File: config.mk
export PLATFORM = sky130hd
export DESIGN_NAME = spi_ram_ctrl_flat
export DESIGN_NICKNAME = d
export VERILOG_FILES = /design/src/rtl/spi_ram_pkg.sv /design/src/rtl/spi_ram_ctrl_if.sv /design/src/rtl/spi_cmd_capture.sv /design/src/rtl/spi_ram_ctrl.sv /design/src/flat_wrapper.sv
export SDC_FILE = /design/constraint.sdc
export NUM_CORES = 1
export LEC_CHECK = 0
export ABC_CLOCK_PERIOD_IN_PS = 3100
export CORE_MARGIN = 1
export CORE_UTILIZATION = 47
export CTS_BUF_LIST = sky130_fd_sc_hd__clkbuf_8
export DETAILED_ROUTE_END_ITERATION = 7
export GPL_TIMING_DRIVEN = 0
export PLACE_DENSITY_LB_ADDON = 0.1
export RECOVER_POWER = 100
export SETUP_SLACK_MARGIN = 0.02
export SYNTH_ARGS = -nofsm -noshare
export SYNTH_HDL_FRONTEND = slang
export SYNTH_HIERARCHICAL = 1
export SYNTH_SLANG_ARGS = --single-unit
File: constraint.sdc
create_clock -name clk -period 3.1 [get_ports clk]
set_input_delay 0.775 -clock clk [delete_from_list [all_inputs] [get_ports clk]]
set_output_delay 0.775 -clock clk [all_outputs]
set_load 0.05 [all_outputs]
File: src/rtl/spi_ram_pkg.sv
// Shared types for the SPI-to-RAM controller: command codes, FSM states
// and request sources.
package spi_ram_pkg;

    localparam int CMD_W = 10;

    typedef enum logic [1:0] {
        CMD_WR_ADDR = 2'b00,
        CMD_WR_DATA = 2'b01,
        CMD_RD_ADDR = 2'b10,
        CMD_RD_DATA = 2'b11
    } cmd_e;

    typedef enum logic [1:0] {
        IDLE,
        ACCESS,
        RDATA
    } state_e;

    typedef enum logic {
        SRC_SPI,
        SRC_HOST
    } src_e;

    // Only the data commands produce a RAM access; the address commands
    // merely update the address registers.
    function automatic logic isRequest(input cmd_e cmd);
        return (cmd == CMD_WR_DATA) || (cmd == CMD_RD_DATA);
    endfunction

endpackage

File: src/rtl/spi_ram_ctrl_if.sv
// Bundles the SPI-slave, host and RAM-side signals of the controller.
// The slave modport is the controller's view; master is the environment's.
interface spi_ram_ctrl_if
    import spi_ram_pkg::*;
#(
    parameter int ADDR_W = 8,
    parameter int DATA_W = 8
);

    logic [CMD_W-1:0]  rx_data;
    logic              rx_valid;
    logic [DATA_W-1:0] tx_data;
    logic              tx_valid;
    logic              spi_overrun;

    logic              host_req;
    logic              host_we;
    logic [ADDR_W-1:0] host_addr;
    logic [DATA_W-1:0] host_wdata;
    logic              host_gnt;
    logic              host_rvalid;
    logic [DATA_W-1:0] host_rdata;

    logic              ram_en;
    logic              ram_we;
    logic [ADDR_W-1:0] ram_addr;
    logic [DATA_W-1:0] ram_wdata;
    logic [DATA_W-1:0] ram_rdata;

    modport slave (
        input  rx_data, rx_valid, host_req, host_we, host_addr, host_wdata, ram_rdata,
        output tx_data, tx_valid, spi_overrun, host_gnt, host_rvalid, host_rdata,
               ram_en, ram_we, ram_addr, ram_wdata
    );

    modport master (
        output rx_data, rx_valid, host_req, host_we, host_addr, host_wdata, ram_rdata,
        input  tx_data, tx_valid, spi_overrun, host_gnt, host_rvalid, host_rdata,
               ram_en, ram_we, ram_addr, ram_wdata
    );

endinterface

File: src/rtl/spi_cmd_capture.sv
// Decodes SPI command words on the rising edge of rx_valid, keeps the
// write/read address registers and the single pending-request slot.
module spi_cmd_capture
    import spi_ram_pkg::*;
#(
    parameter int ADDR_W = 8,
    parameter int DATA_W = 8
) (
    input  logic              clk,
    input  logic              rst_n,
    input  logic [CMD_W-1:0]  i_rxData,
    input  logic              i_rxValid,
    input  logic              i_take,
    output logic              o_slotValid,
    output logic              o_slotWe,
    output logic [ADDR_W-1:0] o_slotAddr,
    output logic [DATA_W-1:0] o_slotData,
    output logic              o_overrun
);

    logic              r_rxPrev;
    logic [ADDR_W-1:0] r_wrAddr;
    logic [ADDR_W-1:0] r_rdAddr;
    logic              r_slotValid;
    logic              r_slotWe;
    logic [ADDR_W-1:0] r_slotAddr;
    logic [DATA_W-1:0] r_slotData;
    logic              r_overrun;

    logic              w_edge;
    logic              w_isReq;
    cmd_e              w_cmd;
    logic [7:0]        w_payload;

    assign w_edge    = i_rxValid & ~r_rxPrev;
    assign w_cmd     = cmd_e'(i_rxData[9:8]);
    assign w_payload = i_rxData[7:0];
    assign w_isReq   = w_edge & isRequest(w_cmd);

    // A new request landing while the slot is still waiting replaces it; if
    // the old one is being taken this very cycle it is simply a refill.
    always_ff @(posedge clk) begin
        if (!rst_n) begin
            r_rxPrev    <= 1'b0;
            r_wrAddr    <= '0;
            r_rdAddr    <= '0;
            r_slotValid <= 1'b0;
            r_slotWe    <= 1'b0;
            r_slotAddr  <= '0;
            r_slotData  <= '0;
            r_overrun   <= 1'b0;
        end else begin
            r_rxPrev  <= i_rxValid;
            r_overrun <= w_isReq & r_slotValid & ~i_take;
            if (w_edge && (w_cmd == CMD_WR_ADDR)) begin
                r_wrAddr <= ADDR_W'(w_payload);
            end
            if (w_edge && (w_cmd == CMD_RD_ADDR)) begin
                r_rdAddr <= ADDR_W'(w_payload);
            end
            if (w_isReq) begin
                r_slotValid <= 1'b1;
                r_slotWe    <= (w_cmd == CMD_WR_DATA);
                r_slotAddr  <= (w_cmd == CMD_WR_DATA) ? r_wrAddr : r_rdAddr;
                r_slotData  <= DATA_W'(w_payload);
            end else if (i_take) begin
                r_slotValid <= 1'b0;
            end
        end
    end

    assign o_slotValid = r_slotValid;
    assign o_slotWe    = r_slotWe;
    assign o_slotAddr  = r_slotAddr;
    assign o_slotData  = r_slotData;
    assign o_overrun   = r_overrun;

endmodule

File: src/rtl/spi_ram_ctrl.sv
// Arbitrates one single-port RAM between SPI commands and a host port,
// returning read data to the SPI slave (held) or the host (pulsed).
module spi_ram_ctrl
    import spi_ram_pkg::*;
#(
    parameter int ADDR_W  = 8,
    parameter int DATA_W  = 8,
    parameter int TX_HOLD = 9
) (
    input  logic            clk,
    input  logic            rst_n,
    spi_ram_ctrl_if.slave   bus
);

    localparam int CNT_W = $clog2(TX_HOLD + 1);

    state_e            r_state;
    state_e            w_nextState;
    src_e              r_src;
    src_e              r_lastGrant;
    src_e              w_winner;
    logic              w_select;
    logic              w_take;

    logic              w_slotValid;
    logic              w_slotWe;
    logic [ADDR_W-1:0] w_slotAddr;
    logic [DATA_W-1:0] w_slotData;
    logic              w_overrun;

    logic              r_ramEn;
    logic              r_ramWe;
    logic [ADDR_W-1:0] r_ramAddr;
    logic [DATA_W-1:0] r_ramWdata;
    logic              r_hostGnt;
    logic              r_hostRvalid;
    logic [DATA_W-1:0] r_hostRdata;
    logic [DATA_W-1:0] r_txData;
    logic              r_txValid;
    logic [CNT_W-1:0]  r_txCnt;

    spi_cmd_capture #(
        .ADDR_W (ADDR_W),
        .DATA_W (DATA_W)
    ) u_capture (
        .clk         (clk),
        .rst_n       (rst_n),
        .i_rxData    (bus.rx_data),
        .i_rxValid   (bus.rx_valid),
        .i_take      (w_take),
        .o_slotValid (w_slotValid),
        .o_slotWe    (w_slotWe),
        .o_slotAddr  (w_slotAddr),
        .o_slotData  (w_slotData),
        .o_overrun   (w_overrun)
    );

    assign w_take = w_select & (w_winner == SRC_SPI);

    always_ff @(posedge clk) begin
        if (!rst_n) begin
            r_state <= IDLE;
        end else begin
            r_state <= w_nextState;
        end
    end

    // On a tie the source that did not win last time goes first.
    always_comb begin
        w_nextState = r_state;
        w_select    = 1'b0;
        w_winner    = SRC_SPI;
        case (r_state)
            IDLE: begin
                if (w_slotValid || bus.host_req) begin
                    w_select    = 1'b1;
                    w_nextState = ACCESS;
                    if (w_slotValid && bus.host_req) begin
                        w_winner = (r_lastGrant == SRC_HOST) ? SRC_SPI : SRC_HOST;
                    end else begin
                        w_winner = w_slotValid ? SRC_SPI : SRC_HOST;
                    end
                end
            end
            ACCESS:  w_nextState = r_ramWe ? IDLE : RDATA;
            RDATA:   w_nextState = IDLE;
            default: w_nextState = IDLE;
        endcase
    end

    // A fresh SPI read result overrides whatever tx_data is still showing
    // and restarts the hold window.
    always_ff @(posedge clk) begin
        if (!rst_n) begin
            r_src        <= SRC_SPI;
            r_lastGrant  <= SRC_HOST;
            r_ramEn      <= 1'b0;
            r_ramWe      <= 1'b0;
            r_ramAddr    <= '0;
            r_ramWdata   <= '0;
            r_hostGnt    <= 1'b0;
            r_hostRvalid <= 1'b0;
            r_hostRdata  <= '0;
            r_txData     <= '0;
            r_txValid    <= 1'b0;
            r_txCnt      <= '0;
        end else begin
            r_ramEn      <= 1'b0;
            r_hostGnt    <= 1'b0;
            r_hostRvalid <= 1'b0;
            if (w_select) begin
                r_ramEn     <= 1'b1;
                r_src       <= w_winner;
                r_lastGrant <= w_winner;
                r_hostGnt   <= (w_winner == SRC_HOST);
                if (w_winner == SRC_SPI) begin
                    r_ramWe    <= w_slotWe;
                    r_ramAddr  <= w_slotAddr;
                    r_ramWdata <= w_slotData;
                end else begin
                    r_ramWe    <= bus.host_we;
                    r_ramAddr  <= bus.host_addr;
                    r_ramWdata <= bus.host_wdata;
                end
            end
            if ((r_state == RDATA) && (r_src == SRC_HOST)) begin
                r_hostRdata  <= bus.ram_rdata;
                r_hostRvalid <= 1'b1;
            end
            if ((r_state == RDATA) && (r_src == SRC_SPI)) begin
                r_txData  <= bus.ram_rdata;
                r_txValid <= 1'b1;
                r_txCnt   <= CNT_W'(TX_HOLD - 1);
            end else if (r_txValid) begin
                if (r_txCnt == '0) begin
                    r_txValid <= 1'b0;
                end else begin
                    r_txCnt <= r_txCnt - 1'b1;
                end
            end
        end
    end

    assign bus.ram_en      = r_ramEn;
    assign bus.ram_we      = r_ramWe;
    assign bus.ram_addr    = r_ramAddr;
    assign bus.ram_wdata   = r_ramWdata;
    assign bus.host_gnt    = r_hostGnt;
    assign bus.host_rvalid = r_hostRvalid;
    assign bus.host_rdata  = r_hostRdata;
    assign bus.tx_data     = r_txData;
    assign bus.tx_valid    = r_txValid;
    assign bus.spi_overrun = w_overrun;

endmodule

File: src/flat_wrapper.sv
// flat-port wrapper written by rule: the top's interface ports become plain ports
module spi_ram_ctrl_flat import spi_ram_pkg::*;
#(
    parameter int ADDR_W  = 8,
    parameter int DATA_W  = 8,
    parameter int TX_HOLD = 9
)
  (clk, rst_n, bus_rx_data, bus_rx_valid, bus_host_req, bus_host_we, bus_host_addr, bus_host_wdata, bus_ram_rdata, bus_tx_data, bus_tx_valid, bus_spi_overrun, bus_host_gnt, bus_host_rvalid, bus_host_rdata, bus_ram_en, bus_ram_we, bus_ram_addr, bus_ram_wdata);
  spi_ram_ctrl_if #(.ADDR_W(ADDR_W), .DATA_W(DATA_W)) bus_i ();
  input  logic clk;
  input  logic rst_n;
  input wire logic [$bits(bus_i.rx_data)-1:0] bus_rx_data;
  input wire logic [$bits(bus_i.rx_valid)-1:0] bus_rx_valid;
  input wire logic [$bits(bus_i.host_req)-1:0] bus_host_req;
  input wire logic [$bits(bus_i.host_we)-1:0] bus_host_we;
  input wire logic [$bits(bus_i.host_addr)-1:0] bus_host_addr;
  input wire logic [$bits(bus_i.host_wdata)-1:0] bus_host_wdata;
  input wire logic [$bits(bus_i.ram_rdata)-1:0] bus_ram_rdata;
  output wire logic [$bits(bus_i.tx_data)-1:0] bus_tx_data;
  output wire logic [$bits(bus_i.tx_valid)-1:0] bus_tx_valid;
  output wire logic [$bits(bus_i.spi_overrun)-1:0] bus_spi_overrun;
  output wire logic [$bits(bus_i.host_gnt)-1:0] bus_host_gnt;
  output wire logic [$bits(bus_i.host_rvalid)-1:0] bus_host_rvalid;
  output wire logic [$bits(bus_i.host_rdata)-1:0] bus_host_rdata;
  output wire logic [$bits(bus_i.ram_en)-1:0] bus_ram_en;
  output wire logic [$bits(bus_i.ram_we)-1:0] bus_ram_we;
  output wire logic [$bits(bus_i.ram_addr)-1:0] bus_ram_addr;
  output wire logic [$bits(bus_i.ram_wdata)-1:0] bus_ram_wdata;
  assign bus_i.rx_data = bus_rx_data;
  assign bus_i.rx_valid = bus_rx_valid;
  assign bus_i.host_req = bus_host_req;
  assign bus_i.host_we = bus_host_we;
  assign bus_i.host_addr = bus_host_addr;
  assign bus_i.host_wdata = bus_host_wdata;
  assign bus_i.ram_rdata = bus_ram_rdata;
  assign bus_tx_data = bus_i.tx_data;
  assign bus_tx_valid = bus_i.tx_valid;
  assign bus_spi_overrun = bus_i.spi_overrun;
  assign bus_host_gnt = bus_i.host_gnt;
  assign bus_host_rvalid = bus_i.host_rvalid;
  assign bus_host_rdata = bus_i.host_rdata;
  assign bus_ram_en = bus_i.ram_en;
  assign bus_ram_we = bus_i.ram_we;
  assign bus_ram_addr = bus_i.ram_addr;
  assign bus_ram_wdata = bus_i.ram_wdata;
  spi_ram_ctrl #(.ADDR_W(ADDR_W), .DATA_W(DATA_W), .TX_HOLD(TX_HOLD)) u_core (.clk(clk), .rst_n(rst_n), .bus(bus_i));
endmodule
Yosys cells after proc, flatten, opt, wreduce, memory -nomap -nowiden:

Index checks and enable logic that the tools add are counted.

* input port bits: 39
* register bits: 81
* logic and storage cells: 81
* output and inout port bits: 38

* multiplexer cells: 24
* equal/unequal tests: 7
* add/sub/neg operators: 1
* reduce and logical (&&, ||, !) cells: 16
* bitwise logic cells: 11

Operators with widths (count)
* 8-bit 2-to-1 mux: 3
* 1-bit 2-to-1 mux: 15
* 4-bit 2-to-1 mux: 3
* 2-bit == test, second input constant: 3
* 1-bit NOT: 6
* 2-bit AND reduction: 3
* 1-bit bitwise AND: 5
* 1-bit logical AND: 5
* 2-bit by 1-bit == test with 1-bit output, second input constant: 2
* 2-bit logical NOT: 2
* 4-bit logical NOT: 1
* 2-bit 2-to-1 mux: 2
* 2-bit by 1-bit != test with 1-bit output, second input constant: 2
* 2-bit case mux with 2 select lines: 1
* 2-bit nonzero test: 2
* 4-bit by 1-bit subtractor with 4-bit output, second input constant: 1
* 1-bit logical OR: 2
* 2-bit OR reduction: 1

Depth between registers and ports, before layout:

* depth after elaboration: 8
* gate-level depth with buffers: 6
* mapped depth without buffers: 5

Cells and area by module:

The synthesis kept the hierarchy.

Modules (own cells, without submodules)
* spi_ram_ctrl: area each 1996.9 µm², instances 1, seq. area each 900.9 µm², cells each 214
* spi_cmd_capture: area each 1338.8 µm², instances 1, seq. area each 720.7 µm², cells each 140

Worst setup path before layout:

Ideal clock, no wire load.

* path type: input port to flip-flop
* start: input port bus_rx_data[8]
* end: register u_core.u_capture.r_wrAddr[5]
* required time: 2.985 ns
* setup time: 0.115 ns
* data arrival time: 1.693 ns
* path slack: 1.292 ns
* buffers on the path: 2
* stages: 5
* cells stage by stage: or4b_1 > buf_2 > buf_6 > nand3_2 > o21ai_2

* word-level cells in the longest chain between the ends: 2

Ends and longest elaborated chain
* start, declared: line flat_wrapper.sv:12 `input wire logic [$bits(bus_i.rx_data)-1:0] bus_rx_data;`
* 2-bit logical NOT: line spi_cmd_capture.sv:55 `if (w_edge && (w_cmd == CMD_WR_ADDR)) begin`
* 1-bit logical AND: line spi_cmd_capture.sv:55
* end signal, assigned: line spi_cmd_capture.sv:56 `r_wrAddr <= ADDR_W'(w_payload);`
* end, declared: line spi_cmd_capture.sv:22 `logic [ADDR_W-1:0] r_wrAddr;`

No other way between the ends.
A chain may end at the register's enable or synchronous reset.

Worst setup path in the final report:

* start: register u_core.r_txValid (netlist: u_core/bus.tx_valid)
* end: output port bus_tx_valid

RTL lines
* start, declared: line spi_ram_ctrl.sv:39 `logic r_txValid;`
* start signal, assigned: line spi_ram_ctrl.sv:105 `r_txValid <= 1'b0;`
* start signal, assigned: line spi_ram_ctrl.sv:132 `r_txValid <= 1'b1;`
* start signal, assigned: line spi_ram_ctrl.sv:136 `r_txValid <= 1'b0;`
* end, declared: line flat_wrapper.sv:20 `output wire logic [$bits(bus_i.tx_valid)-1:0] bus_tx_valid;`

No word-level cell between the ends.

==> impl_metrics.sql <==
INSERT INTO impl_metrics (metric_group, metric, value, unit) VALUES
('outcome', 'outcome', 'complete, no violations', ''),
('routing', 'detailedRoute.firstPassIterationCount', '5', ''),
('flow_run', 'drv.max_cap_violation_count', '0', ''),
('yosys', 'synth-seq-cells', '81', ''),
('placement', 'placement.cell_area', '4217', 'µm²'),
('critical_path', 'crit_path_end', 'bus_tx_valid', ''),
('critical_path', 'worstSetupPathDepth', '1', ''),
('routing', 'viasPerCell', '5.530', ''),
('yosys', 'seq_area_frac_synth', '0.4861', ''),
('critical_path', 'timing.setup.critical_path_class', 'reg2out', ''),
('timing', 'least_margin_pin_slew', '1.093', 'ns'),
('clocking', 'clock-sinks', '81', ''),
('cells_and_area', 'final_net_count', '481', ''),
('clocking', 'cts-root-buf', 'sky130_fd_sc_hd__clkbuf_8', ''),
('clocking', 'clkSlewWorstSetupHoldPaths', '0.08', 'ns'),
('routing', 'antenna_left', '0', ''),
('timing', 'timing.fmax', '401.5', 'MHz'),
('power_and_ir_drop', 'p_leak', '1.689', 'nW'),
('routing', 'met3WireLength', '424', 'µm'),
('yosys', 'syn_avg_cell_area', '9.423', 'µm²'),
('yosys', 'post-synth-top-area-cell', 'sky130_fd_sc_hd__dfxtp_1', ''),
('grt', 'number_of_global_route_vias_before_repair', '2652', ''),
('timing', 'finalSetupViolations', '0', ''),
('yosys', 'synth.net_count', '394', ''),
('critical_path', 'critical-path-top-delay-family', 'buffers and inverters', ''),
('yosys', 'yosysWarnings', '6', ''),
('placement', 'place_congestion', '0.7753', ''),
('timing', 'timing_hold_violations_final', '0', ''),
('critical_path', 'crit_buf_inv', '1', ''),
('critical_path', 'worst-path-max-fanout', '8', ''),
('floorplanning', 'floorplan.core_area', '6832', 'µm²'),
('grt', 'grt_antenna_before_repair', '0', ''),
('clocking', 'tritoncts', 'done', ''),
('critical_path', 'r2r-start', 'u_core/u_capture/o_slotValid', ''),
('yosys', 'cell_variety_after_synth', '44', ''),
('timing', 'final.setup_skew', '0.006839', 'ns'),
('yosys', 'postSynth.topFlopCell', 'sky130_fd_sc_hd__dfxtp_1', ''),
('critical_path', 'cp_cell_sequence', 'dlygate4sd3_1', ''),
('placement', 'half_perimeter_wire_length_of_the_detailed_placement_result', '5803', 'µm'),
('critical_path', 'setup.worst_path.start', 'u_core/bus.tx_valid', ''),
('timing', 'setup_slack', '0.6092', 'ns'),
('critical_path', 'crit-reg2reg-capture', 'u_core/u_capture/o_slotValid', ''),
('clocking', 'ctsHoldBuffers', '0', ''),
('timing', 'final.hold.worst_slack', '0.4511', 'ns'),
('timing', 'final.min_clock_period', '2.491', 'ns'),
('yosys', 'post_syn_instances', '354', ''),
('routing', 'drt-wirelength-per-cell', '14.78', 'µm'),
('critical_path', 'critPathArrivalTime', '1.72', 'ns'),
('floorplanning', 'chipHeight', '86.25', 'µm'),
('yosys', 'synth_top_area_frac', '0.4861', ''),
('floorplanning', 'floorplan_die_area', '7438', 'µm²'),
('cells_and_area', 'ratio_of_cells_with_drive_above_1_in_the_final_layout', '0.09910', ''),
('timing', 'post-route-period-util', '0.8035', ''),
('floorplanning', 'rows', '30', ''),
('floorplanning', 'die_x', '86.25', 'µm'),
('grt', 'first_pass_grt_wire_length', '13060', 'µm'),
('critical_path', 'critical_path.max_stage_delay', '0.92', 'ns'),
('yosys', 'count_of_flip_flops_with_a_built_in_enable_after_synthesis', '0', ''),
('grt', 'global_route.overflow_total', '0', ''),
('critical_path', 'startpoint_type', 'register', ''),
('routing', 'wl_met2', '3587', 'µm'),
('routing', 'route.top_layer_used', 'met4', ''),
('grt', 'pin_count_of_the_biggest_net_entering_global_routing', '13', ''),
('clocking', 'postCtsSetupRepairBufs', '0', ''),
('routing', 'vias', '2986', ''),
('clocking', 'cts_htree_levels', '3', ''),
('critical_path', 'end_kind', 'primary output', ''),
('critical_path', 'worstRegToRegCells', '6', ''),
('clocking', 'cts_resized', '0', ''),
('cells_and_area', 'num_antenna_cells', '0', ''),
('clocking', 'insertion_delay', '0.34', 'ns');
==> where the power goes <==
part | internal (mW) | switching [mW] | leakage, nW
registers | 1.10 | 0.0319 | 0.661
clock network | 0.381 | 0.355 | 0.0954
logic | 0.173 | 0.281 | 0.933
total | 1.65 | 0.668 | 1.69
==> flip-flops by register name, summed over array words and instances, names as in the netlist, 2 cells and up <==
register and cells:
u_core/bus.host_rdata 8, u_core/bus.ram_addr 8, u_core/bus.ram_wdata 8, u_core/bus.tx_data 8, u_core/r_state 2, u_core/r_txCnt 4
u_core/u_capture/o_slotAddr 8, u_core/u_capture/o_slotData 8, u_core/u_capture/r_rdAddr 8, u_core/u_capture/r_wrAddr 8
==> synthesized netlist by cell type (2+ instances only) <==
cell type / n
sky130_fd_sc_hd__buf_8: 2
sky130_fd_sc_hd__a211oi_1: 9
sky130_fd_sc_hd__nor2_2: 2
sky130_fd_sc_hd__o21ai_0: 19
sky130_fd_sc_hd__or3b_2: 2
sky130_fd_sc_hd__nand3_2: 2
sky130_fd_sc_hd__a2111oi_0: 8
sky130_fd_sc_hd__buf_1: 2
sky130_fd_sc_hd__nor2_1: 22
sky130_fd_sc_hd__buf_6: 6
sky130_fd_sc_hd__nor4b_1: 2
sky130_fd_sc_hd__a2111oi_1: 7
sky130_fd_sc_hd__nand2_1: 26
sky130_fd_sc_hd__buf_2: 11
sky130_fd_sc_hd__nor4_2: 3
sky130_fd_sc_hd__a21oi_1: 30
sky130_fd_sc_hd__nor3_1: 4
sky130_fd_sc_hd__clkbuf_1: 11
sky130_fd_sc_hd__mux2i_1: 17
sky130_fd_sc_hd__dfxtp_1: 81
sky130_fd_sc_hd__nand3_1: 25
sky130_fd_sc_hd__nor4_1: 29
sky130_fd_sc_hd__inv_1: 5
sky130_fd_sc_hd__o21ai_2: 8
sky130_fd_sc_hd__nand3b_1: 2
==> how the worst min path moves through the flow <==
stage,depth (start not counted),to,from,slack [ns]
after floorplan,2,u_core/u_capture/r_wrAddr[5],u_core/u_capture/r_wrAddr[5],0.44
after global placement,2,u_core/bus.tx_data[0],u_core/bus.tx_data[0],0.44
after detailed placement,2,u_core/bus.tx_data[7],u_core/bus.tx_data[7],0.45
after CTS,2,u_core/bus.tx_data[7],u_core/bus.tx_data[7],0.46
after global routing,2,u_core/bus.tx_data[6],u_core/bus.tx_data[6],0.48
final,2,u_core/bus.tx_data[0],u_core/bus.tx_data[0],0.45
==> through the flow <==
| stage | util | instances |
|---|---|---|
| after CTS | 0.6441 | 540 |
| final | 0.6366 | 540 |
| after global placement | 0.6172 | 526 |
| after detailed placement | 0.6172 | 526 |
| after global routing | 0.6366 | 540 |
| after floorplan | - | 354 |
==> layout make-up <==
class | instances | area (µm²)
Fill cell | 617 | 2482
Inverter | 5 | 18.77
Buffer | 34 | 212.7
Sequential cell | 81 | 1622
Clock buffer | 10 | 137.6
Tap cell | 96 | 120.1
Timing Repair Buffer | 76 | 760.7
Multi-Input combinational cell | 234 | 1431
Clock inverter | 4 | 46.29
==> cell families after synthesis <==
family | count (synthesis) | share of synthesized area
xor gates and xnor gates | 1 | 0.002626
AOI/OAI and AO/OA | 88 | 0.1785
buffers and inverters | 39 | 0.06977
adders and majority gates | 1 | 0.003750
muxes | 17 | 0.05101
and+or+nand+nor | 127 | 0.2082
DFF | 81 | 0.4861
==> layer usage <==
metal | GRT usage | up-vias
li1 | - | 1484
met1 | 0.3166 | 1415
met2 | 0.3463 | 80
met3 | 0.04286 | 7
met4 | 0.08636 | 0
met5 | 0 | -
==> layout by cell type, fill, tap and decap left out, types with 2 or more instances in the layout <==
master	count
sky130_fd_sc_hd__a2111oi_0	8
sky130_fd_sc_hd__a2111oi_1	7
sky130_fd_sc_hd__a211oi_1	9
sky130_fd_sc_hd__a21oi_1	30
sky130_fd_sc_hd__buf_2	10
sky130_fd_sc_hd__buf_6	6
sky130_fd_sc_hd__buf_8	2
sky130_fd_sc_hd__clkbuf_1	14
sky130_fd_sc_hd__clkbuf_8	10
sky130_fd_sc_hd__clkdlybuf4s50_1	37
sky130_fd_sc_hd__dfxtp_1	81
sky130_fd_sc_hd__dlygate4sd3_1	39
sky130_fd_sc_hd__inv_1	6
sky130_fd_sc_hd__mux2i_1	17
sky130_fd_sc_hd__nand2_1	26
sky130_fd_sc_hd__nand3_1	25
sky130_fd_sc_hd__nand3_2	2
sky130_fd_sc_hd__nand3b_1	2
sky130_fd_sc_hd__nor2_1	22
sky130_fd_sc_hd__nor2_2	2
sky130_fd_sc_hd__nor3_1	4
sky130_fd_sc_hd__nor4_1	31
sky130_fd_sc_hd__nor4b_1	2
sky130_fd_sc_hd__o21ai_0	26
sky130_fd_sc_hd__or3b_2	2
(Power assumes the default switching activity.)
